**src/rtl/operand_fetch_stage_if.sv**
```systemverilog
// Bundle between the operand-fetch stage and its neighbours: the issue port from
// upstream, the operand port to the ALU, the writeback port from the ALU and the
// busy flag.
// The master side drives instructions, out_ready and writebacks.
// The slave side is the stage itself.
interface operand_fetch_stage_if #(
  parameter int unsigned DATA_W = 8,
  parameter int unsigned ADDR_W = 2
);
  logic              in_valid;
  logic              in_ready;
  logic [7:0]        in_instr;
  logic              out_valid;
  logic              out_ready;
  logic [DATA_W-1:0] rs_data1;
  logic [DATA_W-1:0] rs_data2;
  logic [1:0]        alu_op;
  logic [ADDR_W-1:0] out_rd;
  logic              wb_en;
  logic [ADDR_W-1:0] wb_addr;
  logic [DATA_W-1:0] wb_data;
  logic              busy;

  modport master (
    output in_valid, in_instr, out_ready, wb_en, wb_addr, wb_data,
    input  in_ready, out_valid, rs_data1, rs_data2, alu_op, out_rd, busy
  );

  modport slave (
    input  in_valid, in_instr, out_ready, wb_en, wb_addr, wb_data,
    output in_ready, out_valid, rs_data1, rs_data2, alu_op, out_rd, busy
  );
endinterface

```
**src/rtl/operand_fetch_stage.sv**
```systemverilog
// Decode / operand-fetch stage ahead of the 8-bit ALU.
// Reads a small register file and registers the operands, op and destination
// tag toward the ALU. A per-register pending scoreboard stalls RAW/WAW hazards
// until the matching writeback arrives.
// Optional macro OPERAND_BYPASS_EN: a same-cycle writeback releases its pending
// bit at once, and wb_data is forwarded into the operand read.
module operand_fetch_stage #(
  parameter int unsigned DATA_W   = 8,
  parameter int unsigned NUM_REGS = 4
) (
  input  logic                   clk,
  input  logic                   rst_n,
  operand_fetch_stage_if.slave   bus
);
  localparam int unsigned AddrW = 2;

  logic [DATA_W-1:0]   regs_q [NUM_REGS];
  logic [NUM_REGS-1:0] pending_q, pending_d;

  logic                out_valid_q;
  logic [DATA_W-1:0]   rs_data1_q, rs_data2_q;
  logic [1:0]          alu_op_q;
  logic [AddrW-1:0]    out_rd_q;

  logic [AddrW-1:0]    rd, rs1, rs2;
  logic [NUM_REGS-1:0] wb_onehot, rd_onehot, pend_eff;
  logic [DATA_W-1:0]   src1, src2;
  logic                hz, in_ready, issue;

  // Decode fields, build the hazard check and select the operand sources
  always_comb begin
    rd        = bus.in_instr[5:4];
    rs1       = bus.in_instr[3:2];
    rs2       = bus.in_instr[1:0];
    wb_onehot = '0;
    rd_onehot = '0;
    if (bus.wb_en) wb_onehot[bus.wb_addr] = 1'b1;
    rd_onehot[rd] = 1'b1;
`ifdef OPERAND_BYPASS_EN
    pend_eff = pending_q & ~wb_onehot;
    src1     = (bus.wb_en && bus.wb_addr == rs1) ? bus.wb_data : regs_q[rs1];
    src2     = (bus.wb_en && bus.wb_addr == rs2) ? bus.wb_data : regs_q[rs2];
`else
    pend_eff = pending_q;
    src1     = regs_q[rs1];
    src2     = regs_q[rs2];
`endif
    hz        = pend_eff[rs1] | pend_eff[rs2] | pend_eff[rd];
    in_ready  = !hz && (!out_valid_q || bus.out_ready);
    issue     = bus.in_valid && in_ready;
    // A writeback clears its bit, but an issue to the same rd sets it again
    pending_d = (pending_q & ~wb_onehot) | (issue ? rd_onehot : '0);
  end

  // Register file write port
  always_ff @(posedge clk) begin
    if (!rst_n) begin
      for (int i = 0; i < int'(NUM_REGS); i++) regs_q[i] <= '0;
    end else if (bus.wb_en) begin
      regs_q[bus.wb_addr] <= bus.wb_data;
    end
  end

  // Scoreboard of registers awaiting writeback
  always_ff @(posedge clk) begin
    if (!rst_n) pending_q <= '0;
    else        pending_q <= pending_d;
  end

  // Output pipeline register toward the ALU; data fields hold when drained
  always_ff @(posedge clk) begin
    if (!rst_n) begin
      out_valid_q <= 1'b0;
      rs_data1_q  <= '0;
      rs_data2_q  <= '0;
      alu_op_q    <= '0;
      out_rd_q    <= '0;
    end else if (issue) begin
      out_valid_q <= 1'b1;
      rs_data1_q  <= src1;
      rs_data2_q  <= src2;
      alu_op_q    <= bus.in_instr[7:6];
      out_rd_q    <= rd;
    end else if (bus.out_ready) begin
      out_valid_q <= 1'b0;
    end
  end

  // Drive the interface outputs
  always_comb begin
    bus.in_ready  = in_ready;
    bus.out_valid = out_valid_q;
    bus.rs_data1  = rs_data1_q;
    bus.rs_data2  = rs_data2_q;
    bus.alu_op    = alu_op_q;
    bus.out_rd    = out_rd_q;
    bus.busy      = |pending_q;
  end
endmodule

```
**src/flat_wrapper.sv**
```systemverilog
// flat-port wrapper written by rule: the top's interface ports become plain ports
module operand_fetch_stage_flat 
#(
  parameter int unsigned DATA_W   = 8,
  parameter int unsigned NUM_REGS = 4
)
  (clk, rst_n, bus_in_valid, bus_in_instr, bus_out_ready, bus_wb_en, bus_wb_addr, bus_wb_data, bus_in_ready, bus_out_valid, bus_rs_data1, bus_rs_data2, bus_alu_op, bus_out_rd, bus_busy);
  operand_fetch_stage_if #(.DATA_W(DATA_W), .ADDR_W(2)) bus_i ();
  input  logic clk;
  input  logic rst_n;
  input wire logic [$bits(bus_i.in_valid)-1:0] bus_in_valid;
  input wire logic [$bits(bus_i.in_instr)-1:0] bus_in_instr;
  input wire logic [$bits(bus_i.out_ready)-1:0] bus_out_ready;
  input wire logic [$bits(bus_i.wb_en)-1:0] bus_wb_en;
  input wire logic [$bits(bus_i.wb_addr)-1:0] bus_wb_addr;
  input wire logic [$bits(bus_i.wb_data)-1:0] bus_wb_data;
  output wire logic [$bits(bus_i.in_ready)-1:0] bus_in_ready;
  output wire logic [$bits(bus_i.out_valid)-1:0] bus_out_valid;
  output wire logic [$bits(bus_i.rs_data1)-1:0] bus_rs_data1;
  output wire logic [$bits(bus_i.rs_data2)-1:0] bus_rs_data2;
  output wire logic [$bits(bus_i.alu_op)-1:0] bus_alu_op;
  output wire logic [$bits(bus_i.out_rd)-1:0] bus_out_rd;
  output wire logic [$bits(bus_i.busy)-1:0] bus_busy;
  assign bus_i.in_valid = bus_in_valid;
  assign bus_i.in_instr = bus_in_instr;
  assign bus_i.out_ready = bus_out_ready;
  assign bus_i.wb_en = bus_wb_en;
  assign bus_i.wb_addr = bus_wb_addr;
  assign bus_i.wb_data = bus_wb_data;
  assign bus_in_ready = bus_i.in_ready;
  assign bus_out_valid = bus_i.out_valid;
  assign bus_rs_data1 = bus_i.rs_data1;
  assign bus_rs_data2 = bus_i.rs_data2;
  assign bus_alu_op = bus_i.alu_op;
  assign bus_out_rd = bus_i.out_rd;
  assign bus_busy = bus_i.busy;
  operand_fetch_stage #(.DATA_W(DATA_W), .NUM_REGS(NUM_REGS)) u_core (.clk(clk), .rst_n(rst_n), .bus(bus_i));
endmodule
```
**config.mk**
```make
export PLATFORM = sky130hd
export DESIGN_NAME = operand_fetch_stage_flat
export DESIGN_NICKNAME = d
export VERILOG_FILES = /design/src/rtl/operand_fetch_stage_if.sv /design/src/rtl/operand_fetch_stage.sv /design/src/flat_wrapper.sv
export SDC_FILE = /design/constraint.sdc
export NUM_CORES = 1
export LEC_CHECK = 0
export CAP_MARGIN = 20
export CORE_MARGIN = 4
export CORE_UTILIZATION = 47
export DETAILED_ROUTE_END_ITERATION = 7
export PLACE_DENSITY = 0.77
export SLEW_MARGIN = 20
export SYNTH_ARGS = -nofsm -noshare
export SYNTH_HDL_FRONTEND = slang
export SYNTH_SLANG_ARGS = --single-unit
```
**constraint.sdc**
```tcl
create_clock -name clk -period 1.7 [get_ports clk]
set_input_delay 0.34 -clock clk [delete_from_list [all_inputs] [get_ports clk]]
set_output_delay 0.34 -clock clk [all_outputs]
set_load 0.03 [all_outputs]
```
==> flow_metrics.py, run 1 <==
metrics = {
    "floorplanning": {
        "die_area_um2": 6920,
        "io_pins": 46,
        "die_height_um": 83.2,
        "die_x_um": 83.2,
        "core_um2": 5510,
        "placementRows": 27,
        "start_util_pct": 48.3,
    },
    "global_route": {
        "grt_max_degree": 30,
        "grt_pass1_wl_mm": 9.65,
        "overflow": 0,
        "track_usage_pct": 17.8,
        "grt_pass1_vias": 1949,
        "antenna_found_initial": 0,
    },
    "finish": {
        "diodes": 0,
        "fin_util_pct": 68.3,
        "layout.nets": 317,
        "fill_cells": 387,
        "drive_gt1_share_pct": 26.5,
        "syn_to_final_growth_pct": 41.6,
        "layoutNonFillerInstCount": 370,
    },
    "synth": {
        "synthDominantCellAreaShare_pct": 36.1,
        "async_flop_share_pct": 0,
        "yosysSeqAreaShare_pct": 55.0,
        "post_synth_num_cell_types": 27,
        "yosys_most_used_dff": "edfxtp_1",
        "synthCells": 221,
        "synth_area_per_cell_um2": 12.0,
        "ys_seq_elements": 57,
        "synth_nets": 244,
        "synth-edff-count": 32,
        "synth_top_area_cell": "edfxtp_1",
        "ys_top_cells_by_count": "53 x nand2_1, 32 x edfxtp_1, 25 x dfxtp_1, 25 x nor2_1, 20 x mux2i_1",
        "syn_area_um2": 2660,
        "synth_most_common_cell": "nand2_1",
        "yosysWarnings": 0,
        "synthTopCellsByArea": "edfxtp_1 36%, dfxtp_1 19%, mux4_2 15%",
    },
    "setup_path": {
        "path_delay_family": "multiplexers",
        "crit_fanout": 4,
        "crit_path_max_incr_delay_ns": 0.47,
        "cpMaxStageDelayCell": "mux4_2",
        "crit_type": "flip-flop to output pin",
        "critical_path_buf_inv_count": 2,
        "critPathArrivalTime_ns": 1.63,
        "worstPathRequired_ns": 1.36,
        "cpMostUsedCell": "buf_6",
        "cp_cell_sequence": "buf_6 -> mux4_2 -> nor2_4 -> o21a_4 -> buf_6",
        "worstSetupEndpointType": "output pin",
        "cp.depth": 5,
        "crit_path_start_kind": "flip-flop",
        "rr_worst_depth": 8,
    },
    "cts": {
        "insertion_delay_ns": 0.34,
        "cts_made_buffers": 9,
        "cts_tree": "done",
        "cts-root-buf": "clkbuf_8",
        "clk_pin_slew_ns": 0.07,
        "clock_path_buffers": 2,
        "cts_hold_buffers": 0,
        "cts_sinks": 57,
        "htree_levels": 3,
    },
    "timing": {
        "rsz0062_at_grt": "true",
        "setup_ws_ns": -0.268,
        "worst_pin_slew_ns": 0.344,
        "min_period_ns": 1.97,
        "fin_crit_sh_pct": 116,
        "max_freq_mhz": 508,
        "finClkSkew_ns": 0.00868,
        "finalMaxSlewViolations": 0,
        "slew_headroom_pct": 77.0,
        "setup_viol": 24,
        "hold_violations": 0,
    },
    "pwr": {
        "p_int_uw": 2790,
        "leakage_uw": 0.00175,
        "ir_drop_mv": 0.700,
        "switchingPower_uw": 989,
        "power_density_nw_per_um2": 1000,
        "swShare_pct": 26.2,
        "sequentialPowerShare_pct": 43.1,
        "comb_power_share_pct": 19.9,
        "pwr-share-clk_pct": 36.9,
    },
    "detailed_routing": {
        "totalWireLength_mm": 5.94,
        "drc": 0,
        "detail_route.vias_per_cell": 5.12,
        "drt-initial-drc-count": 137,
        "vias": 1896,
        "ant_nets": 0,
        "route.detailed.wl_per_inst_um": 16.1,
        "drt_pass1_iterations": 4,
    },
    "placement": {
        "placement.io_buffers": 45,
        "gp_congestion": 0.868,
        "dp.cells": 346,
        "dp_hpwl_mm": 3.90,
    },
    "status": {
        "run_status": "finished with violations",
        "violations": "negative setup slack",
    },
    "min_path": {
        "worstHoldPathCells": 2,
        "hold_class": "flip-flop to flip-flop",
    },
    "flow_run": {
        "drv_cap": 0,
    },
}
-- final timing paths --
path,endpoint,slack [ns],startpoint
setup / recovery,bus_in_ready,-0.27,u_core.pend_eff[0]
hold / removal,u_core.bus.rs_data2[0],0.46,u_core.bus.rs_data2[0]
setup reg to reg,u_core.bus.rs_data1[3],-0.09,u_core.pend_eff[0]
hold reg to reg,u_core.bus.rs_data2[0],0.46,u_core.bus.rs_data2[0]
-- kinds of logic (layout without fill, tap and decap cells) --
| kind of cell | Yosys count | after routing | synth area share [%] |
|---|---|---|---|
| DFF | 57 | 57 | 55.0 |
| muxes | 39 | 39 | 23.2 |
| buffers and inverters | 25 | 102 | 4.52 |
| and+or+nand+nor | 91 | 91 | 14.4 |
| AOI/OAI and AO/OA | 9 | 9 | 2.96 |
-- registers in the layout (all words and copies together), names as in the netlist --
name	cells
u_core.bus.out_rd	2
u_core.regs_q	32
u_core.pend_eff	4
u_core.bus.out_valid	1
u_core.bus.rs_data1	8
u_core.bus.alu_op	2
u_core.bus.rs_data2	8
-- layout make-up --
class | count | area, µm² | share of cell area (%)
Clock buffer | 9 | 124 | 3.29
Clock inverter | 6 | 92.6 | 2.46
Inverter | 10 | 37.5 | 0.997
Multi-Input combinational cell | 139 | 1130 | 30.0
Sequential cell | 57 | 1460 | 38.9
Tap cell | 72 | 90.1 | 2.39
Timing Repair Buffer | 77 | 828 | 22.0
-- stage by stage --
step / TNS (ns) / power, µW / hold WS [ns] / area [µm²] / setup slack, ns
after floorplan: 0 / 2040 / 0.441 / 2670 / 0.00451
after global placement: -12.42 / 2290 / 0.444 / 3320 / -0.527
after detailed placement: -12.94 / 2300 / 0.455 / 3320 / -0.552
final: -1.71 / 3780 / 0.458 / 3760 / -0.268
after global routing: -2.93 / 3910 / 0.474 / 3760 / -0.314
after CTS: -1.83 / 3750 / 0.465 / 3690 / -0.284
-- power by group through the flow --
stage | registers [µW] | clock network, µW | logic, µW
finish | 1630 | 1400 | 753
global route | 1640 | 1470 | 802
CTS | 1630 | 1390 | 733
detailed placement | 1660 | 0 | 649
global placement | 1650 | 0 | 641
floorplan | 1730 | 0 | 317
-- cell usage in the layout (no fill, tap or decap), types with 2 or more instances in the layout --
cell type / n
clkinvlp_4: 2
buf_12: 3
dfxtp_1: 23
dlygate4sd2_1: 9
clkbuf_8: 9
buf_16: 2
bufinv_16: 2
nand2b_1: 2
edfxtp_1: 32
buf_4: 21
nand2_1: 53
o21ai_1: 3
nor2_1: 25
buf_6: 7
inv_1: 10
dlymetal6s2s_1: 13
nand3_1: 5
mux2i_1: 19
dfxtp_2: 2
clkdlybuf4s50_1: 21
mux4_2: 18
-- per-layer routing --
layer	track usage [%]	vias up	wire length, µm
li1	-	923	-
met1	21.6	903	2500
met2	29.4	58	3010
met3	5.16	12	304
met4	8.02	0	124
met5	0	-	0
-- repair_timing --
item / 4_1_cts / 5_1_grt
pin swaps: 5 / 2
hold endpoints to repair: 0 / 0
buffers inserted: 6 / 1
endpoints found under the setup margin: 33 / 40
gates resized for setup: 32 / 16
gates cloned: 2 / 1
-- worst min-delay path: cells and delay by family, from the launching register on --
kind / cells / cell delay [ns]
simple gates: 1 / 0.05
mux: 1 / 0.05
flops: 1 / 0.31
Power figures use the tool's default switching activity.
==> inputs of run 2 (changes only) <==
--- a/config.mk
+++ b/config.mk
@@ -5,11 +5,12 @@
 export SDC_FILE = /design/constraint.sdc
 export NUM_CORES = 1
 export LEC_CHECK = 0
+export ABC_AREA = 1
 export CAP_MARGIN = 20
 export CORE_MARGIN = 4
-export CORE_UTILIZATION = 47
+export CORE_UTILIZATION = 49
 export DETAILED_ROUTE_END_ITERATION = 7
-export PLACE_DENSITY = 0.77
+export PLACE_DENSITY = 0.78
 export SLEW_MARGIN = 20
 export SYNTH_ARGS = -nofsm -noshare
 export SYNTH_HDL_FRONTEND = slang
==> flow_metrics.py, run 2 <==
metrics = {
    "status": {
        "run_status": "finished with violations",
        "violations": "negative setup slack",
    },
    "placement": {
        "dp_hpwl_mm": 5.72,
        "dpl_cell_area_um2": 3960,
        "placement.io_buffers": 45,
        "gp_congestion": 0.839,
    },
    "floorplanning": {
        "io_pins": 46,
        "die_x_um": 89.2,
        "placementRows": 29,
        "die_area_um2": 7950,
        "die_height_um": 89.2,
        "core_um2": 6390,
        "start_util_pct": 50.6,
    },
    "setup_path": {
        "cpMaxStageDelayCell": "dlygate4sd2_1",
        "worstPathRequired_ns": 1.36,
        "crit_end": "bus_in_ready",
        "cp_cell_sequence": "dlygate4sd2_1 -> inv_4 -> nor2_1 -> nor2_2 -> nor4_4 -> buf_6",
        "r2r-start": "u_core.pend_eff[0]",
        "reg2reg_to": "u_core.bus.rs_data2[5]",
        "cp.depth": 6,
        "critPathArrivalTime_ns": 1.42,
        "worstSetupEndpointType": "output pin",
        "rrSetupSlack_ns": 0.25,
        "critical_path_buf_inv_count": 3,
        "crit_path_max_incr_delay_ns": 0.33,
        "startpoint": "bus_in_instr[2]",
        "rr_worst_depth": 10,
        "crit_path_start_kind": "input port",
        "crit_fanout": 4,
        "path_delay_family": "buffers and inverters",
        "crit_type": "input port to output pin",
    },
    "timing": {
        "finClkSkew_ns": 0.0112,
        "rsz0062_at_grt": "true",
        "worst_pin_slew_ns": 0.323,
        "finalMaxSlewViolations": 0,
        "setup_viol": 1,
        "min_period_ns": 1.76,
        "fin_crit_sh_pct": 104,
        "hold_violations": 0,
        "max_freq_mhz": 568,
        "setup_ws_ns": -0.0617,
        "tns_ns": -0.0617,
        "slew_headroom_pct": 78.5,
    },
    "synth": {
        "yosysSeqAreaShare_pct": 45.3,
        "synth-edff-count": 32,
        "synthTopCellsByArea": "edfxtp_1 30%, nand2_1 16%, dfxtp_1 15%",
        "ys_seq_elements": 57,
        "async_flop_share_pct": 0,
        "synth_area_per_cell_um2": 6.94,
        "synth_nets": 488,
        "post_synth_num_cell_types": 25,
        "yosys_most_used_dff": "edfxtp_1",
        "synthCells": 465,
        "synth_most_common_cell": "nand2_1",
        "synth_top_area_cell": "edfxtp_1",
        "ys_top_cells_by_count": "140 x nand2_1, 101 x inv_1, 50 x nor2_1, 43 x nand3_1, 32 x edfxtp_1",
        "syn_area_um2": 3230,
        "synthDominantCellAreaShare_pct": 29.8,
        "yosysWarnings": 0,
    },
    "finish": {
        "max_flop_register": "u_core.regs_q",
        "final_common_cell": "nand2_1",
        "syn_to_final_growth_pct": 32.4,
        "finalInstanceArea_um2": 4280,
        "fill_cells": 529,
        "final_cell_mix": "136 x nand2_1, 97 x inv_1, 49 x nor2_1, 40 x nand3_1, 32 x edfxtp_1",
        "diodes": 0,
        "fin_util_pct": 66.9,
        "largest_reg_flops": 32,
        "drive_gt1_share_pct": 17.5,
        "layout.nets": 561,
    },
    "flow_run": {
        "drv_cap": 0,
    },
    "global_route": {
        "overflow": 0,
        "grt_pass1_vias": 2764,
        "grt_pass1_wl_mm": 12.7,
        "grt_max_degree": 25,
        "antenna_found_initial": 0,
        "track_usage_pct": 20.9,
    },
    "cts": {
        "clk_pin_slew_ns": 0.07,
        "cts_tree": "done",
        "cts-root-buf": "clkbuf_8",
        "cts_sinks": 57,
        "clock_path_buffers": 2,
        "insertion_delay_ns": 0.35,
        "htree_levels": 3,
        "cts_made_buffers": 9,
    },
    "detailed_routing": {
        "totalWireLength_mm": 7.78,
        "vias": 3022,
        "detail_route.vias_per_cell": 4.87,
        "ant_nets": 0,
        "drc": 0,
        "drt_pass1_iterations": 6,
        "route.detailed.wl_per_inst_um": 12.6,
        "drt-initial-drc-count": 208,
    },
    "pwr": {
        "ir_drop_mv": 0.488,
        "total_power_uw": 3800,
        "leakage_uw": 0.00239,
        "power_density_nw_per_um2": 888,
    },
    "min_path": {
        "hold_class": "input port to flip-flop",
    },
}
run 2: cell families (layout without fill, tap and decap cells):
group	Yosys count	count (layout)	synth area share, %
and+or+nand+nor	267	267	36.2
buffers and inverters	133	211	17.0
DFF	57	57	45.3
AOI/OAI and AO/OA	8	8	1.55
run 2: through the flow:
step / hold WS, ns / instances / setup WS, ns
after floorplan: 0.502 / 465 / 0.00426
after CTS: 0.510 / 615 / -0.124
after global placement: 0.496 / 599 / -0.318
after global routing: 0.341 / 620 / -0.146
final: 0.315 / 620 / -0.0617
after detailed placement: 0.498 / 599 / -0.344
run 2: final cells by class:
type	instances	area (µm²)	share of cell area, %
clock buffers	10	128	2.99
clock inverters	6	58.8	1.38
inverters	114	437	10.2
multi-input cells	275	1290	30.1
flip-flops and latches	57	1470	34.4
well taps	77	96.3	2.25
repair buffers	81	800	18.7
run 2: repair_timing:
action | in CTS | in global routing
endpoints found under the setup margin | 8 | 14
endpoints found under the hold margin | 0 | 0
setup buffers | 0 | 5
hold buffers | 0 | 0
resized for setup | 16 | 39
pin swaps | 0 | 5
run 2: tightest hold or removal path, delay by kind of cell:
kind / cells / cell delay, ns
simple gates: 1 / 0.06
compound gates: 1 / 0.06
buf+inv: 2 / 0.16
run 2: worst min path at each step:
stage	slack (ns)	endpoint	cells after the start	start
3_3_place_gp	0.50	u_core.bus.alu_op[1]	4	u_core.bus.alu_op[1]
3_5_place_dp	0.50	u_core.bus.rs_data2[0]	4	u_core.bus.rs_data2[0]
2_1_floorplan	0.50	u_core.pend_eff[3]	2	bus_in_instr[5]
4_1_cts	0.51	u_core.bus.rs_data2[0]	4	u_core.bus.rs_data2[0]
5_1_grt	0.34	u_core.bus.out_valid	4	bus_out_ready
6_report	0.31	u_core.bus.out_valid	4	bus_out_ready
run 2: routing by layer:
| layer | track usage [%] | vias up | part of all wire, % |
|---|---|---|---|
| li1 | - | 1559 | - |
| met1 | 26.7 | 1336 | 44 |
| met2 | 34.4 | 111 | 48 |
| met3 | 4.70 | 16 | 6.0 |
| met4 | 8.25 | 0 | 2.2 |
| met5 | 0 | - | 0 |
run 2: report_power, final:
group | total (µW) | switching [µW] | leakage (µW) | internal, µW
Combinational | 958 | 576 | 0.00178 | 382
Clock | 1220 | 552 | 0.0000897 | 666
Sequential | 1620 | 46.1 | 0.000521 | 1570
Total | 3800 | 1170 | 0.00239 | 2620
==> inputs of run 3 (changes only) <==
--- a/config.mk
+++ b/config.mk
@@ -9,6 +9,7 @@
 export CAP_MARGIN = 20
 export CORE_MARGIN = 4
 export CORE_UTILIZATION = 49
+export CTS_CLUSTER_SIZE = 16
 export DETAILED_ROUTE_END_ITERATION = 7
 export PLACE_DENSITY = 0.78
 export SLEW_MARGIN = 20
==> results of run 3 <==
No change in the layout: final DEF, timing and power equal those of run 2.
